### src/rtl/tsr_pkg.sv
// -----------------------------------------------------------------------------
// tsr_pkg
// Shared definitions for the timestamp readout arbiter: the readout FSM state
// encoding, the frame header magic byte, channel index constants and the
// header word builder.
// -----------------------------------------------------------------------------
package tsr_pkg;

    typedef enum logic [2:0] {
        ST_IDLE,
        ST_HDR,
        ST_LO,
        ST_HI,
        ST_PH,
        ST_RELEASE,
        ST_WAIT_CLR
    } state_t;

    localparam logic [7:0] HDR_MAGIC = 8'hA5;

    // Channel index as carried in the header word and in the grant register.
    localparam logic CH1 = 1'b0;
    localparam logic CH2 = 1'b1;

    // Header layout: magic, frame sequence number, zero padding, channel bit.
    function automatic logic [31:0] make_header(input logic [7:0] seq, input logic ch);
        return {HDR_MAGIC, seq, 15'h0000, ch};
    endfunction

endpackage

### src/rtl/tsr_sync.sv
// -----------------------------------------------------------------------------
// tsr_sync
// Single-bit multi-flop synchroniser for the asynchronous latch-ready flags.
//
// Ports:
//   clk  input   system clock
//   rst  input   asynchronous active-high reset (clears every stage)
//   d    input   asynchronous level to synchronise
//   q    output  synchronised level, pSYNC_STAGES clocks behind d
// -----------------------------------------------------------------------------
module tsr_sync #(
    parameter int pSYNC_STAGES = 2
) (
    input  logic clk,
    input  logic rst,
    input  logic d,
    output logic q
);

    logic [pSYNC_STAGES-1:0] stages;

    // NOTE: sequential state is written with non-blocking assignments only, so
    // every flop samples the pre-edge value of its neighbour.
    always_ff @(posedge clk or posedge rst) begin
        if (rst) begin
            stages <= '0;
        end else begin
            stages <= {stages[pSYNC_STAGES-2:0], d};
        end
    end

    assign q = stages[pSYNC_STAGES-1];

endmodule

### src/rtl/timestamp_readout_arbiter.sv
// -----------------------------------------------------------------------------
// timestamp_readout_arbiter
// Round-robin readout controller for the two-channel timestamp latch counter.
// When a channel's ready flag is seen, its latched value is sent as a framed
// word stream (header, Lo, Hi[, Phase]), the channel's latch is released with a
// one-cycle pulse, and the controller waits for the ready flag to clear (or a
// timeout, which sets a sticky error bit) before returning to IDLE.
//
// Build option: define TSR_PHASE_EN to include the Phase word (4-word frames);
// without it frames are 3 words and the Phase inputs are ignored.
//
// Ports:
//   globalClock               input   system clock
//   iReset                    input   asynchronous active-high reset
//   iRdy1 / iRdy2             input   asynchronous latch-ready flags
//   i1Lo/i1Hi/i1Phase         input   channel 1 latched value
//   i2Lo/i2Hi/i2Phase         input   channel 2 latched value
//   oWord                     output  stream data word
//   oValid                    output  oWord valid (HDR..last data state)
//   iReady                    input   downstream accept
//   oResetLatch1/2            output  one-cycle latch release pulse
//   oBusy                     output  high whenever not IDLE
//   oErr                      output  sticky per-channel clear-timeout flags
// -----------------------------------------------------------------------------
module timestamp_readout_arbiter #(
    parameter int pSYNC_STAGES = 2,
    parameter int pCLR_TIMEOUT = 255
) (
    input  logic        globalClock,
    input  logic        iReset,
    input  logic        iRdy1,
    input  logic        iRdy2,
    input  logic [31:0] i1Lo,
    input  logic [31:0] i1Hi,
    input  logic [31:0] i1Phase,
    input  logic [31:0] i2Lo,
    input  logic [31:0] i2Hi,
    input  logic [31:0] i2Phase,
    output logic [31:0] oWord,
    output logic        oValid,
    input  logic        iReady,
    output logic        oResetLatch1,
    output logic        oResetLatch2,
    output logic        oBusy,
    output logic [1:0]  oErr
);

    import tsr_pkg::*;

    localparam int CNT_W = $clog2(pCLR_TIMEOUT + 1);

    logic             rdy_s1, rdy_s2;
    state_t           state, state_next;
    logic             grant_ch, grant_ch_next;
    logic             last_grant, last_grant_next;
    logic [7:0]       seq, seq_next;
    logic [31:0]      word, word_next;
    logic [CNT_W-1:0] clr_cnt, clr_cnt_next, clr_cnt_inc;
    logic [1:0]       err, err_next;
    logic             pick;
    logic             accept;
    logic             rdy_granted;
    logic [31:0]      sel_lo, sel_hi;

    tsr_sync #(.pSYNC_STAGES(pSYNC_STAGES)) u_sync1 (
        .clk (globalClock),
        .rst (iReset),
        .d   (iRdy1),
        .q   (rdy_s1)
    );

    tsr_sync #(.pSYNC_STAGES(pSYNC_STAGES)) u_sync2 (
        .clk (globalClock),
        .rst (iReset),
        .d   (iRdy2),
        .q   (rdy_s2)
    );

    assign sel_lo      = (grant_ch == CH2) ? i2Lo : i1Lo;
    assign sel_hi      = (grant_ch == CH2) ? i2Hi : i1Hi;
    assign rdy_granted = (grant_ch == CH2) ? rdy_s2 : rdy_s1;
    assign accept      = oValid && iReady;
    assign clr_cnt_inc = clr_cnt + CNT_W'(1);

    // On a tie the channel not served last wins; otherwise whichever is ready.
    assign pick = (rdy_s1 && rdy_s2) ? ~last_grant : rdy_s2;

`ifdef TSR_PHASE_EN
    logic [31:0] sel_ph;
    assign sel_ph = (grant_ch == CH2) ? i2Phase : i1Phase;
`else
    logic unused_phase;
    assign unused_phase = ^{i1Phase, i2Phase};
`endif

    always_ff @(posedge globalClock or posedge iReset) begin
        if (iReset) begin
            state      <= ST_IDLE;
            grant_ch   <= CH1;
            last_grant <= CH2;
            seq        <= 8'h00;
            word       <= 32'h0;
            clr_cnt    <= '0;
            err        <= 2'b00;
        end else begin
            state      <= state_next;
            grant_ch   <= grant_ch_next;
            last_grant <= last_grant_next;
            seq        <= seq_next;
            word       <= word_next;
            clr_cnt    <= clr_cnt_next;
            err        <= err_next;
        end
    end

    // Each data word is loaded into the output register on the edge that
    // enters its state, then held there until the downstream accepts it.
    always_comb begin
        // NOTE: every signal gets its hold value first so no path through the
        // case statement can leave one unassigned and infer a latch.
        state_next      = state;
        grant_ch_next   = grant_ch;
        last_grant_next = last_grant;
        seq_next        = seq;
        word_next       = word;
        clr_cnt_next    = clr_cnt;
        err_next        = err;

        case (state)
            ST_IDLE: begin
                if (rdy_s1 || rdy_s2) begin
                    grant_ch_next = pick;
                    word_next     = make_header(seq, pick);
                    state_next    = ST_HDR;
                end
            end
            ST_HDR: begin
                if (accept) begin
                    word_next  = sel_lo;
                    state_next = ST_LO;
                end
            end
            ST_LO: begin
                if (accept) begin
                    word_next  = sel_hi;
                    state_next = ST_HI;
                end
            end
            ST_HI: begin
                if (accept) begin
`ifdef TSR_PHASE_EN
                    word_next  = sel_ph;
                    state_next = ST_PH;
`else
                    word_next  = 32'h0;
                    seq_next   = seq + 8'd1;
                    state_next = ST_RELEASE;
`endif
                end
            end
`ifdef TSR_PHASE_EN
            ST_PH: begin
                if (accept) begin
                    word_next  = 32'h0;
                    seq_next   = seq + 8'd1;
                    state_next = ST_RELEASE;
                end
            end
`endif
            ST_RELEASE: begin
                last_grant_next = grant_ch;
                clr_cnt_next    = '0;
                state_next      = ST_WAIT_CLR;
            end
            ST_WAIT_CLR: begin
                if (!rdy_granted) begin
                    state_next = ST_IDLE;
                end else if (clr_cnt_inc == CNT_W'(pCLR_TIMEOUT)) begin
                    // Stuck channel: flag it but keep it eligible for service.
                    err_next[grant_ch] = 1'b1;
                    state_next         = ST_IDLE;
                end else begin
                    clr_cnt_next = clr_cnt_inc;
                end
            end
            default: state_next = ST_IDLE;
        endcase
    end

    assign oWord        = word;
    assign oValid       = (state == ST_HDR) || (state == ST_LO) || (state == ST_HI)
                       || (state == ST_PH);
    assign oBusy        = (state != ST_IDLE);
    assign oResetLatch1 = (state == ST_RELEASE) && (grant_ch == CH1);
    assign oResetLatch2 = (state == ST_RELEASE) && (grant_ch == CH2);
    assign oErr         = err;

endmodule

### config.mk
export PLATFORM = sky130hd
export DESIGN_NAME = timestamp_readout_arbiter
export DESIGN_NICKNAME = d
export VERILOG_FILES = /design/src/rtl/tsr_pkg.sv /design/src/rtl/tsr_sync.sv /design/src/rtl/timestamp_readout_arbiter.sv
export SDC_FILE = /design/constraint.sdc
export NUM_CORES = 1
export LEC_CHECK = 0
export ABC_AREA = 1
export ABC_CLOCK_PERIOD_IN_PS = 5500
export CORE_MARGIN = 1
export CORE_UTILIZATION = 40
export CTS_BUF_LIST = sky130_fd_sc_hd__clkbuf_16
export DETAILED_ROUTE_END_ITERATION = 8
export MAX_ROUTING_LAYER = met4
export PLACE_DENSITY = 0.85
export SLEW_MARGIN = 0
export SYNTH_ARGS = -nofsm -noshare
export SYNTH_HDL_FRONTEND = slang
export SYNTH_SLANG_ARGS = --single-unit
export TNS_END_PERCENT = 30
### constraint.sdc
create_clock -name globalClock -period 5.5 [get_ports globalClock]
set_input_delay 1.1 -clock globalClock [delete_from_list [all_inputs] [get_ports globalClock]]
set_output_delay 1.1 -clock globalClock [all_outputs]
set_load 0.05 [all_outputs]
==> summary.md, run 1 <==
Setup repair after global routing left no endpoint under its margin. The simple-gate share of the synthesized area was 38.2%; the total number of clock tree sinks was 59. Each instance of the synthesized netlist takes up on average 6.66 µm².

The logs give 9280 µm² for the total core area and 8640 µm for the placed wire-length estimate after detailed placement. The proportion of register bits with asynchronous set or reset after synthesis works out to 100%. After synthesis, the largest family of logic cells by area is simple AND/OR/NAND/NOR gates.

The number of buffers between clock root and the deepest sink came out at 2. TritonCTS built the clock tree. Summing the areas of all compound-gate instances in the mapped netlist gives 13.8% of the synthesized area.

For the number of cells after detailed placement, the log shows 849. After layout, the worst path uses 63.6% of the clock period. The class of the most critical setup path was reg -> out. The cts-stage hold buffer count is 0, and the die outline width is 100 µm. The H-tree depth is 3, and the gate count after technology mapping is 579. The first global-routing pass estimated 19300 µm of wire. The logs give 0 ns for the setup total negative slack and 0.205 mV for the largest voltage drop on the vdd net. The count of routing violations after the opening detailed-route iteration is 170, and the total cell area at the placement stage is 5580 µm².

The final hold violation count came out at 0. STA classifies the critical path endpoint as a primary output. The clock slew at the register clock pins of the worst setup and hold paths works out to 0.06 ns. The die is 100 µm tall.

The number of antenna violations at the first check in global routing was 0; the post-route DRC violation count was 0. In this run the power spent charging and discharging nets is 1.51 mW. Synthesized flop and latch total: 59.

The post-detailed-route count of antenna-violating nets came out at 0. Sorting the synthesized cells by area gives the leading types as sky130_fd_sc_hd__dfrtp_1, sky130_fd_sc_hd__nand2_1, sky130_fd_sc_hd__o21ai_0. The count of placed standard cells in the final layout, fillers left out was 865. The startpoint identified for the worst register-to-register timing path is state[2]. Setup violations remaining at the end of the flow were counted as 0. After synthesis, the largest area contributor takes up 37.6% of total cell area. The tools report the static power due to leakage as 2.84 nW.

The unique cell type count in the Yosys netlist is 33. Data on the critical path is required at its endpoint by 4.40 ns. The flow ran to the end, and the final reports show no timing, DRC or antenna violations.

Cells fill 63.5% of the core in the end. Hold timing on the final database bottoms out at a slack of 0.350 ns. Global routing used 25.3% of the available tracks. Multiplexer cells account for 0% of the synthesized area. The number of cells on the worst reg-to-reg path is 6. For this block, the routed nets add up to 11900 µm of wire. The run gives 0.859 as the placer's final routability congestion estimate.

The filler cells instantiated in the layout total 822. The number of slew-limit violations in the final report was 0; the transition at the pin with the smallest max-transition slack was 1.19 ns. The post-synthesis to final-layout area growth was 52.9%; the post-synthesis share of cell area spent on full adders, half adders and majority gates was 0.973%. The run gives 0.00661 ns as the worst clock skew on the final layout. Cell internal power was estimated by the tool at 1.56 mW. After the last flow step, the layout net total stands at 931.

Clock latency on the worst-skew pair: 0.32 ns. Post-CTS repair changed the size of 0 cells. After detailed routing, the average wire length per cell comes to 13.8 µm. For the finished layout, the period the worst path requires is 3.50 ns. For this design the ratio of total power to cell area is 521 nW/µm². The number of flops mapped to enable cells by yosys is 0, and the critical path data arrival time is 2.40 ns. Combinational logic is responsible for 58.7% of the overall power.

The tools report the sequential area share after synthesis as 38.3%. In the final layout, the share of cells above drive strength 1 is 5.16%. The number of buffer cells added on primary ports was 170.

Cell with the biggest individual delay on the critical path: sky130_fd_sc_hd__clkdlybuf4s50_1. Entering global routing, the biggest net connects 69 pins. The worst hold path passes through 0 cells. The number of setup buffers added after CTS is 0. Clock tree synthesis inserted a total of 9 buffers.

Of the total synthesized cell area, the portion taken by XOR and XNOR cells is 1.59%. Summed over all layers, the global routing overflow is 0. The worst register-to-register path ends at oWord[20]. For this run, the number of Yosys warnings is 0.

The biggest area contributor in the post-synthesis netlist is sky130_fd_sc_hd__dfrtp_1. Once the floorplan was initialized, standard cells occupied 41.5% of the core. The tools report the capturing instance or port of the critical path as oResetLatch2. The tools report the startpoint of the worst setup timing path as state[1].

The final route contains 4302 vias. The number of global-route vias before repair came out at 4335. The class of the tightest hold or removal check is reg -> reg. For the die area, the log shows 10000 µm². The logs give 5890 µm² for the area of all placed cells without fillers and 4 for the iteration count of the initial detailed-routing pass. Traced cell by cell, the critical path runs through inv_2 > nand3_1 > nor2_1 > clkdlybuf4s50_1.

The proportion of total power due to net switching came out at 49.1%. The tools report the number of placement rows as 35. The number of nets handed over by synthesis was 779. The multi-input combinational cells in the finished layout cover a total of 2100 µm². In this run the worst path has a maximum fanout of 14.

The cell sitting at the root of the clock tree is a sky130_fd_sc_hd__clkbuf_16. The delay of the slowest cell on the worst path came out at 0.82 ns. Summing every instance area after synthesis gives 3860 µm².

Ranked by instance count, the synthesized netlist is headed by sky130_fd_sc_hd__nand2_1, sky130_fd_sc_hd__dfrtp_1, sky130_fd_sc_hd__o21ai_0, sky130_fd_sc_hd__a21oi_1, sky130_fd_sc_hd__nand3_1. The most used flip-flop cell after synthesis is sky130_fd_sc_hd__dfrtp_1. The most used standard cell by instance count after synthesis is sky130_fd_sc_hd__nand2_1. For the number of max-cap violations, the log shows 0. The clock network burns 19.3% of the power. The maximum clock rate was 286 MHz. The reg-to-reg setup timing slack was 3.25 ns; the mean number of vias per cell was 4.97.

In this run, flip-flops and latches consume 22.0% of the power. The worst max-slew margin expressed relative to the limit came out at 20.9%. Across the whole layout, storage elements account for 1480 µm². STA classifies the critical path startpoint as a flop.

235 I/O pins were placed. The run gives 0 as the antenna diode instance count.
==> critical path: cells and delay by family, from the launching register on <==
family | cells | cell delay (ns)
buf+inv | 2 | 0.98
simple gates | 2 | 0.64
flops | 1 | 0.45
==> power by group through the flow <==
stage          Combinational, mW  Sequential, mW  Clock, mW
3_3_place_gp                1.78           0.673          0
6_report                    1.80           0.676      0.593
2_1_floorplan               1.00           0.967          0
3_5_place_dp                1.82           0.683          0
4_1_cts                     1.82           0.677      0.606
5_1_grt                     1.98           0.692      0.624
==> how the worst min path moves through the flow <==
stage | from | endpoint | slack (ns)
global route | u_sync2.stages[0] | u_sync2.stages[1] | 0.37
global placement | u_sync2.stages[0] | u_sync2.stages[1] | 0.33
CTS | u_sync2.stages[0] | u_sync2.stages[1] | 0.35
floorplan | u_sync1.stages[0] | u_sync1.stages[1] | 0.33
detailed placement | u_sync1.stages[0] | u_sync1.stages[1] | 0.33
finish | u_sync2.stages[0] | u_sync2.stages[1] | 0.35
==> metrics by stage <==
step	setup WS, ns	total power, mW
finish	2.00	3.07
global route	1.85	3.30
global placement	2.38	2.45
CTS	1.99	3.10
floorplan	2.63	1.97
detailed placement	2.35	2.50
==> cell type report <==
class	count	share of cell area (%)
multi-input combinational	459	35.7
timing repair buffer	173	29.3
sequential	59	25.1
clock buffer	9	3.82
tap	129	2.74
inverter	29	1.85
clock inverter	7	1.57
==> cell usage in the layout (no fill, tap or decap) <==
cell,netlist,routed
sky130_fd_sc_hd__clkinv_2,0,1
sky130_fd_sc_hd__buf_4,3,3
sky130_fd_sc_hd__nand2_1,290,290
sky130_fd_sc_hd__o21bai_1,3,3
sky130_fd_sc_hd__a22o_1,7,7
sky130_fd_sc_hd__clkdlybuf4s50_1,0,170
sky130_fd_sc_hd__inv_1,22,21
sky130_fd_sc_hd__xor2_1,5,5
sky130_fd_sc_hd__a21oi_1,26,26
sky130_fd_sc_hd__o21ai_4,1,1
sky130_fd_sc_hd__dfrtp_1,58,57
sky130_fd_sc_hd__xnor2_1,2,2
sky130_fd_sc_hd__o221ai_1,6,6
sky130_fd_sc_hd__dfrtp_2,0,1
sky130_fd_sc_hd__nand3_1,23,23
sky130_fd_sc_hd__nand4_1,5,5
sky130_fd_sc_hd__nor3_2,1,1
sky130_fd_sc_hd__clkinv_1,0,1
sky130_fd_sc_hd__nor2_1,20,19
sky130_fd_sc_hd__dfstp_2,1,1
sky130_fd_sc_hd__nor2_2,1,2
sky130_fd_sc_hd__inv_2,7,8
sky130_fd_sc_hd__nand2_4,2,2
sky130_fd_sc_hd__o21ai_1,7,7
sky130_fd_sc_hd__nand3_2,2,2
sky130_fd_sc_hd__nor3_4,1,1
sky130_fd_sc_hd__clkinv_4,0,1
sky130_fd_sc_hd__a31oi_1,4,4
sky130_fd_sc_hd__bufinv_16,0,2
sky130_fd_sc_hd__nor2_4,1,1
sky130_fd_sc_hd__ha_1,3,3
sky130_fd_sc_hd__clkbuf_16,0,9
sky130_fd_sc_hd__and2_1,12,12
sky130_fd_sc_hd__clkinvlp_4,0,2
sky130_fd_sc_hd__a211oi_1,1,1
sky130_fd_sc_hd__o21ai_0,36,36
==> sequential cells by signal, indices dropped and copies added, names as in the netlist <==
name / count
u_sync1.stages: 2
oWord: 32
state: 3
clr_cnt: 8
u_sync2.stages: 2
grant_ch: 1
seq: 8
oErr: 2
last_grant: 1
==> cells by family after synthesis <==
| logic type | count (synthesis) |
|---|---|
| adder cells (fa/ha/maj) | 3 |
| AND/OR/NAND/NOR | 358 |
| AO/OA/AOI/OAI | 91 |
| flip-flops | 59 |
| buffers and inverters | 61 |
| XOR/XNOR | 7 |
==> routing by layer <==
| layer | GRT usage (%) | wire length (µm) | part of all wire [%] |
|---|---|---|---|
| met2 | 45.0 | 5900 | 50 |
| met1 | 27.2 | 4800 | 40 |
| met4 | 10.5 | 281 | 2.4 |
| met5 | - | 0 | 0 |
| met3 | 5.50 | 935 | 7.8 |
Power figures use the tool's default switching activity.
==> inputs of run 2 (changes only) <==
--- a/config.mk
+++ b/config.mk
@@ -6,13 +6,13 @@
 export NUM_CORES = 1
 export LEC_CHECK = 0
 export ABC_AREA = 1
-export ABC_CLOCK_PERIOD_IN_PS = 5500
+export ABC_CLOCK_PERIOD_IN_PS = 3300
 export CORE_MARGIN = 1
-export CORE_UTILIZATION = 40
+export CORE_UTILIZATION = 38
 export CTS_BUF_LIST = sky130_fd_sc_hd__clkbuf_16
 export DETAILED_ROUTE_END_ITERATION = 8
 export MAX_ROUTING_LAYER = met4
-export PLACE_DENSITY = 0.85
+export PLACE_DENSITY = 0.81
 export SLEW_MARGIN = 0
 export SYNTH_ARGS = -nofsm -noshare
 export SYNTH_HDL_FRONTEND = slang
==> constraint.sdc (replaced) <==
create_clock -name globalClock -period 3.3 [get_ports globalClock]
set_input_delay 0.66 -clock globalClock [delete_from_list [all_inputs] [get_ports globalClock]]
set_output_delay 0.66 -clock globalClock [all_outputs]
set_load 0.05 [all_outputs]
==> run 2 against run 1 <==
Against the previous run:
- total power up 66%
- critical path depth grew 1
- routed wire length rose by 2.0%
- highest routed layer unchanged
==> summary.md, run 2 (synthesis results as in run 1) <==
The run finished with clean final reports. In this run the worst hold path is classified as reg -> reg. Before CTS, the worst setup slack after placement is 0.853 ns.

For the critical path data arrival time, the log shows 2.13 ns. For the via count of the routed design, the log shows 4304. The clock passes through at most 2 buffers.

Gates resized during post-CTS repair numbered 0. The logs give 19600 µm for the first-pass GRT wire length and 0 for the cts-stage hold buffer count. The H-tree was split into 3 levels.

Counting the buffers created by CTS gives 9. For this design, the slowest cell found on the critical path is sky130_fd_sc_hd__clkdlybuf4s50_1. Total core area: 9820 µm². Adding up every negative setup slack in the final design gives 0 ns. The flip-flop count of the largest register after layout was 32. Net switching is 50.0% of the power. The tool flagged a number of max-cap violations equal to 0.

The total of endpoints with negative setup slack in the final report came out at 0. The die outline width was 103 µm. The cell area power density was 858 nW/µm². Post-synthesis to final-layout area growth: 53.7%. In the layout the commonest cells are sky130_fd_sc_hd__nand2_1, sky130_fd_sc_hd__clkdlybuf4s50_1, sky130_fd_sc_hd__dfrtp_1, sky130_fd_sc_hd__o21ai_0, sky130_fd_sc_hd__a21oi_1. The clock period minus worst slack is 2.79 ns, and the post-route DRC violation count is 0. In this run the power spent charging and discharging nets is 2.54 mW. For this run, the slowest stage of the critical path takes 0.81 ns. The pre-antenna-repair detailed-routing pass consisted of 4 iterations.

For this run, the top clock speed supported by timing is 358 MHz. Global routing used 25.3% of the available tracks across all layers. Measured against its own limit, the worst slew margin works out to 53.1%. Wires add up to 12100 µm. Across the VDD grid, the largest voltage drop is 0.413 mV.

In the global route stage, met2 resource usage came out at 42.6%. The ratio of cells with drive above 1 in the final layout works out to 5.95%. I/O pin count: 235.

Setup repair after global routing left no endpoint under its margin. After floorplanning, the core was divided into 36 placement rows. After clock tree synthesis, the setup repair step added 0 buffers.

The run gives 39.3% as the starting density of the core. Transition at the pin with the smallest max-transition slack: 0.703 ns. Global routing used 4.47% of the available met3 tracks.

The class of the most critical setup path was reg -> out. Dividing the final minimum period by the clock period gives 84.5%. Once routing completed, OpenROAD measured the worst setup slack at 0.510 ns.

Per report_power, the clock group accounts for 17.5% of the total. The die area is 10600 µm², and the worst clock skew on the final layout is 0.00415 ns. The share of total power dissipated in sequential elements is 24.1%. 0 antenna diodes ended up in the layout. The tools report the residual overflow from global routing as 0. The number of buffer cells added on primary ports came out at 170. The tools report the fill cell instance count of the final layout as 926. The worst setup path is launched from a flop.

The wire-length estimate of the detail-placed layout is 9060 µm. The number of buffer and inverter stages on the critical path came out at 2. The final hold violation count is 0. For this block, the initial DRC count from the detailed router was 165.

For this design the static power due to leakage is 2.87 nW. The detail route stage leaves a number of antenna-violating nets equal to 0. The cell at the root of the clock tree was sky130_fd_sc_hd__clkbuf_16.

Met1 routing resource usage after global routing: 28.6%. Entering global routing, the biggest net connects 51 pins. The number of slew-limit violations in the final report is 0. met2 is the most crowded layer.

The internal power is 2.55 mW. The endpoint class of the critical path was a primary output. The routed length per instance is 13.9 µm, and the vertical die dimension is 103 µm. After clock tree synthesis, the clock-pin slew on the worst setup and hold paths is 0.05 ns. The critical path goes through inv_2 > nand2_4 > nand2_4 > nand2_1 > clkdlybuf4s50_1. At the later pin of the worst-skew pair, clock insertion delay measures 0.32 ns. For the final-stage net count, the log shows 935. After detailed routing, the number of vias per cell comes to 4.93.

The library cell appearing most often on the critical path is sky130_fd_sc_hd__nand2_4. Proportion of power drawn by combinational gates: 58.4%. The kind of cell with the highest combined delay along the critical path is buffers and inverters.

The tree built by TritonCTS fans out to 59 sinks. At the end of routability-driven placement, the weighted congestion stood at 0.876. TritonCTS built the clock tree. The most frequent standard cell in the layout excluding fill and tap cells was sky130_fd_sc_hd__nand2_1. The number of global-route vias before repair is 4291.

For the required arrival time at the worst endpoint, the log shows 2.64 ns. The number of antenna violations at the first check in global routing came out at 0. The highest fanout seen on the critical path is 10.
[run 2: cell count changes in the layout (fill, tap and decap cells not counted), sizes merged]
| cell | before | now |
|---|---|---|
| buf | 3 | 10 |
| bufinv | 2 | 1 |
| inv | 29 | 30 |
| clkinv | 3 | 4 |
| clkinvlp | 2 | 1 |
| clkdlybuf4s50 | 170 | 167 |
[run 2: final timing paths]
path	startpoint	end	slack [ns]	cells after the start
setup / recovery	state[0]	oValid	0.51	5
hold / removal	u_sync2.stages[0]	u_sync2.stages[1]	0.36	0
setup reg to reg	grant_ch	clr_cnt[5]	0.92	6
hold reg to reg	u_sync2.stages[0]	u_sync2.stages[1]	0.36	0
max in group asynchronous	iReset	last_grant	1.86	3
min in group asynchronous	iReset	u_sync1.stages[0]	0.77	2
[run 2: layer usage]
metal	routed length [µm]	up-vias	share of wire, %
li1	-	2157	-
met5	0	-	0
met1	4970	1954	41
met3	832	28	6.9
met2	5890	165	49
met4	455	0	3.7
[run 2: stage by stage]
step	std cells	util, %	area, µm²	hold slack, ns	power, mW
finish	873	60.4	5930	0.355	5.09
global route	873	60.4	5930	0.361	5.45
CTS	873	60.4	5930	0.357	5.12
detailed placement	857	57.5	5640	0.344	4.22
global placement	857	57.5	5640	0.338	4.13
floorplan	579	-	3860	0.331	3.29
[run 2: power by group through the flow]
stage	Combinational [mW]	Clock [mW]	Sequential, mW
2_1_floorplan	1.67	0	1.61
3_3_place_gp	2.92	0	1.22
3_5_place_dp	2.98	0	1.24
4_1_cts	2.99	0.902	1.23
5_1_grt	3.25	0.937	1.26
6_report	2.97	0.889	1.23
[run 2: final cells by class]
cell class / count / area [µm²] / area share (%)
multi-input combinational: 459 / 2100 / 35.5
timing repair buffer: 177 / 1780 / 30.1
sequential: 59 / 1480 / 25.0
clock buffer: 9 / 225 / 3.80
tap: 133 / 166 / 2.81
inverter: 29 / 109 / 1.84
clock inverter: 7 / 60.1 / 1.01
==> inputs of run 3 (changes only) <==
--- a/config.mk
+++ b/config.mk
@@ -6,7 +6,7 @@
 export NUM_CORES = 1
 export LEC_CHECK = 0
 export ABC_AREA = 1
-export ABC_CLOCK_PERIOD_IN_PS = 3300
+export ABC_CLOCK_PERIOD_IN_PS = 2700
 export CORE_MARGIN = 1
 export CORE_UTILIZATION = 38
 export CTS_BUF_LIST = sky130_fd_sc_hd__clkbuf_16
==> constraint.sdc (replaced) <==
create_clock -name globalClock -period 2.7 [get_ports globalClock]
set_input_delay 0.54 -clock globalClock [delete_from_list [all_inputs] [get_ports globalClock]]
set_output_delay 0.54 -clock globalClock [all_outputs]
set_load 0.05 [all_outputs]
==> run 3 against run 2 <==
Against the previous run:
- sequential power grew 17%
- critical endpoint is now oResetLatch1
- first-iteration DRC count grew 15%
- clock skew is essentially flat
- cell count grew 0.46%
- global-route usage shrank 0.48 points
- critical path type unchanged
- combinational power grew 26%
==> summary.md, run 3 (synthesis results as in run 1) <==
Data on the critical path is required at its endpoint by 2.16 ns. The clock latency on the worst-skew pair came out at 0.32 ns. The final clock period utilization by the worst path came out at 89.5%. The number of cells on the worst reg-to-reg path is 12. Number of antenna violations at the first check in global routing: 0.

The region available for standard cell placement spans 9820 µm². After routing the design area is 6010 µm². Clock period minus worst slack: 2.42 ns. The tools report the antenna diode instance count as 0. The cell sitting at the root of the clock tree is a sky130_fd_sc_hd__clkbuf_16.

The vertical die dimension is 103 µm, and the post-detailed-route count of antenna-violating nets is 0. Class of the most critical setup path: reg -> out. For this configuration, the core starts out at a cell density of 39.3%.

The endpoint class of the critical path is a primary output. The first global-routing pass estimated 19200 µm of wire. For the number of global-route vias before repair, the log shows 4287. Setup repair after global routing left no endpoint under its margin.

The tools report the die area as 10600 µm². The tools report the worst clock skew on the final layout as 0.00417 ns. Summed over all layers, the global routing overflow is 0.

The register with the most flip-flops in the layout has 32 of them. Largest voltage drop on the vdd net: 0.521 mV. The number of placed instances, taps included, is 861. At the end of routability-driven placement, the weighted congestion stood at 0.860. The routed length per instance is 13.9 µm, and the maximum clock rate is 414 MHz. Of the cells placed in the final design, the portion with a size suffix greater than 1 is 6.59%. The flow ran to the end, and the final reports show no timing, DRC or antenna violations.

The mean number of vias per cell is 4.98. The number of hold buffers added after CTS was 0. Dividing total power by cell area gives a power density of 1070 nW/µm².

The tools report the total global routing track utilization as 24.8%. The worst setup path is launched from a flop. TritonCTS built the clock tree. For hold timing, the worst endpoint is u_sync2.stages[1]. The endpoint identified for the worst register-to-register timing path is clr_cnt[5].

Measured against its own limit, the worst slew margin works out to 56.9%. For the number of buffers between clock root and the deepest sink, the log shows 2. The run gives 1480 µm² as the register area. Total of endpoints with negative setup slack in the final report: 0. In the final design database the tool counted 939 nets. The die outline width is 103 µm.

The setup total negative slack is 0 ns, and the number of post-CTS setup repair buffers is 0. The setup check on the worst reg-to-reg path leaves a slack of 0.47 ns. The hold path startpoint was u_sync2.stages[0]. Once detailed placement completed, the half-perimeter wirelength came to 9290 µm.

In the final layout, the multi-input gates occupy 2100 µm². The post-route DRC violation count was 0; the transition at the pin with the smallest max-transition slack was 0.645 ns. For this block, the routed nets add up to 12200 µm of wire.

The routed layout has 4368 vias. For the count of routing violations after the opening detailed-route iteration, the log shows 190. The post-synthesis to final-layout area growth was 56.0%.

The worst flop-to-flop path startpoint is clr_cnt[0]. Leaving out fill and tap cells, the most frequent cells in the layout are sky130_fd_sc_hd__nand2_1, sky130_fd_sc_hd__clkdlybuf4s50_1, sky130_fd_sc_hd__dfrtp_1, sky130_fd_sc_hd__o21ai_0, sky130_fd_sc_hd__a21oi_1. The tools report the total cell area at the placement stage as 5680 µm².

After the flow finishes, the layout carries non-filler instances totaling 877. The H-tree was split into 3 levels. Across the run, the number of max-cap violations was 0. The tools report the iteration count of the initial detailed-routing pass as 5. The hold-critical path depth is 0, and the number of cells upsized or downsized after cts is 0. Clock tree synthesis found a total of 59 sinks. The count of buffers added on input and output ports is 170.

The floorplan has 36 rows. For the static power due to leakage, the log shows 2.92 nW. The logs give 0 for the number of slew-limit violations in the final report and 0 for the final hold violation count.

Entering global routing, the biggest net connects 41 pins. The class of the tightest hold or removal check is reg -> reg. The tools report the I/O pin count as 235.

The TritonCTS buffer count is 9, and the fill cell instance count of the final layout is 906. The highest fanout seen on the critical path is 14. Data arrives at the worst endpoint at 1.88 ns. Leaving out fill and tap cells, the most frequent cell in the layout is sky130_fd_sc_hd__nand2_1. The clock slew at the register clock pins of the worst setup and hold paths came out at 0.05 ns.
-- run 3: through the flow --
step | hold WS [ns] | worst slack, ns | power (mW) | utilization (%)
after floorplan | 0.331 | 0.391 | 4.02 | -
after global placement | 0.337 | 0.608 | 5.11 | 57.9
after detailed placement | 0.336 | 0.526 | 5.20 | 57.9
after CTS | 0.361 | 0.268 | 6.50 | 61.3
after global routing | 0.364 | 0.142 | 6.92 | 61.3
final | 0.357 | 0.284 | 6.46 | 61.3
-- run 3: critical path, stage by stage, from the launching register on --
cell,delay [ns]
sky130_fd_sc_hd__dfrtp_1,0.43
sky130_fd_sc_hd__inv_2,0.16
sky130_fd_sc_hd__nand3_1,0.42
sky130_fd_sc_hd__nor2_1,0.36
sky130_fd_sc_hd__buf_12,0.18
-- run 3: worst max-delay path by stage --
stage,start,endpoint,slack (ns)
final,state[1],oResetLatch1,0.28
after global placement,iReady,oWord[22],0.61
after CTS,state[1],oResetLatch1,0.27
after floorplan,state[2],oResetLatch1,0.39
after global routing,state[1],oResetLatch1,0.14
after detailed placement,clr_cnt[0],clr_cnt[1],0.53
-- run 3: cell type report --
class / count / share of cell area [%]
Clock buffer: 9 / 3.74
Tap cell: 133 / 2.77
Timing Repair Buffer: 181 / 30.3
Clock inverter: 7 / 1.79
Inverter: 29 / 1.81
Multi-Input combinational cell: 459 / 35.0
Sequential cell: 59 / 24.6
-- run 3: metal layers --
metal | GRT usage (%) | vias up | wire (µm) | part of all wire (%)
met2 | 43.8 | 188 | 6070 | 50
met3 | 5.02 | 20 | 872 | 7.2
met1 | 27.0 | 1990 | 4900 | 40
met4 | 10.4 | 0 | 338 | 2.8
li1 | - | 2170 | - | -
met5 | - | - | 0 | 0
-- run 3: power breakdown --
part / internal [mW] / leakage (nW) / switching [mW]
registers: 1.19 / 0.750 / 0.253
logic: 1.28 / 2.00 / 2.46
clock network: 0.890 / 0.168 / 0.386
total: 3.36 / 2.92 / 3.10
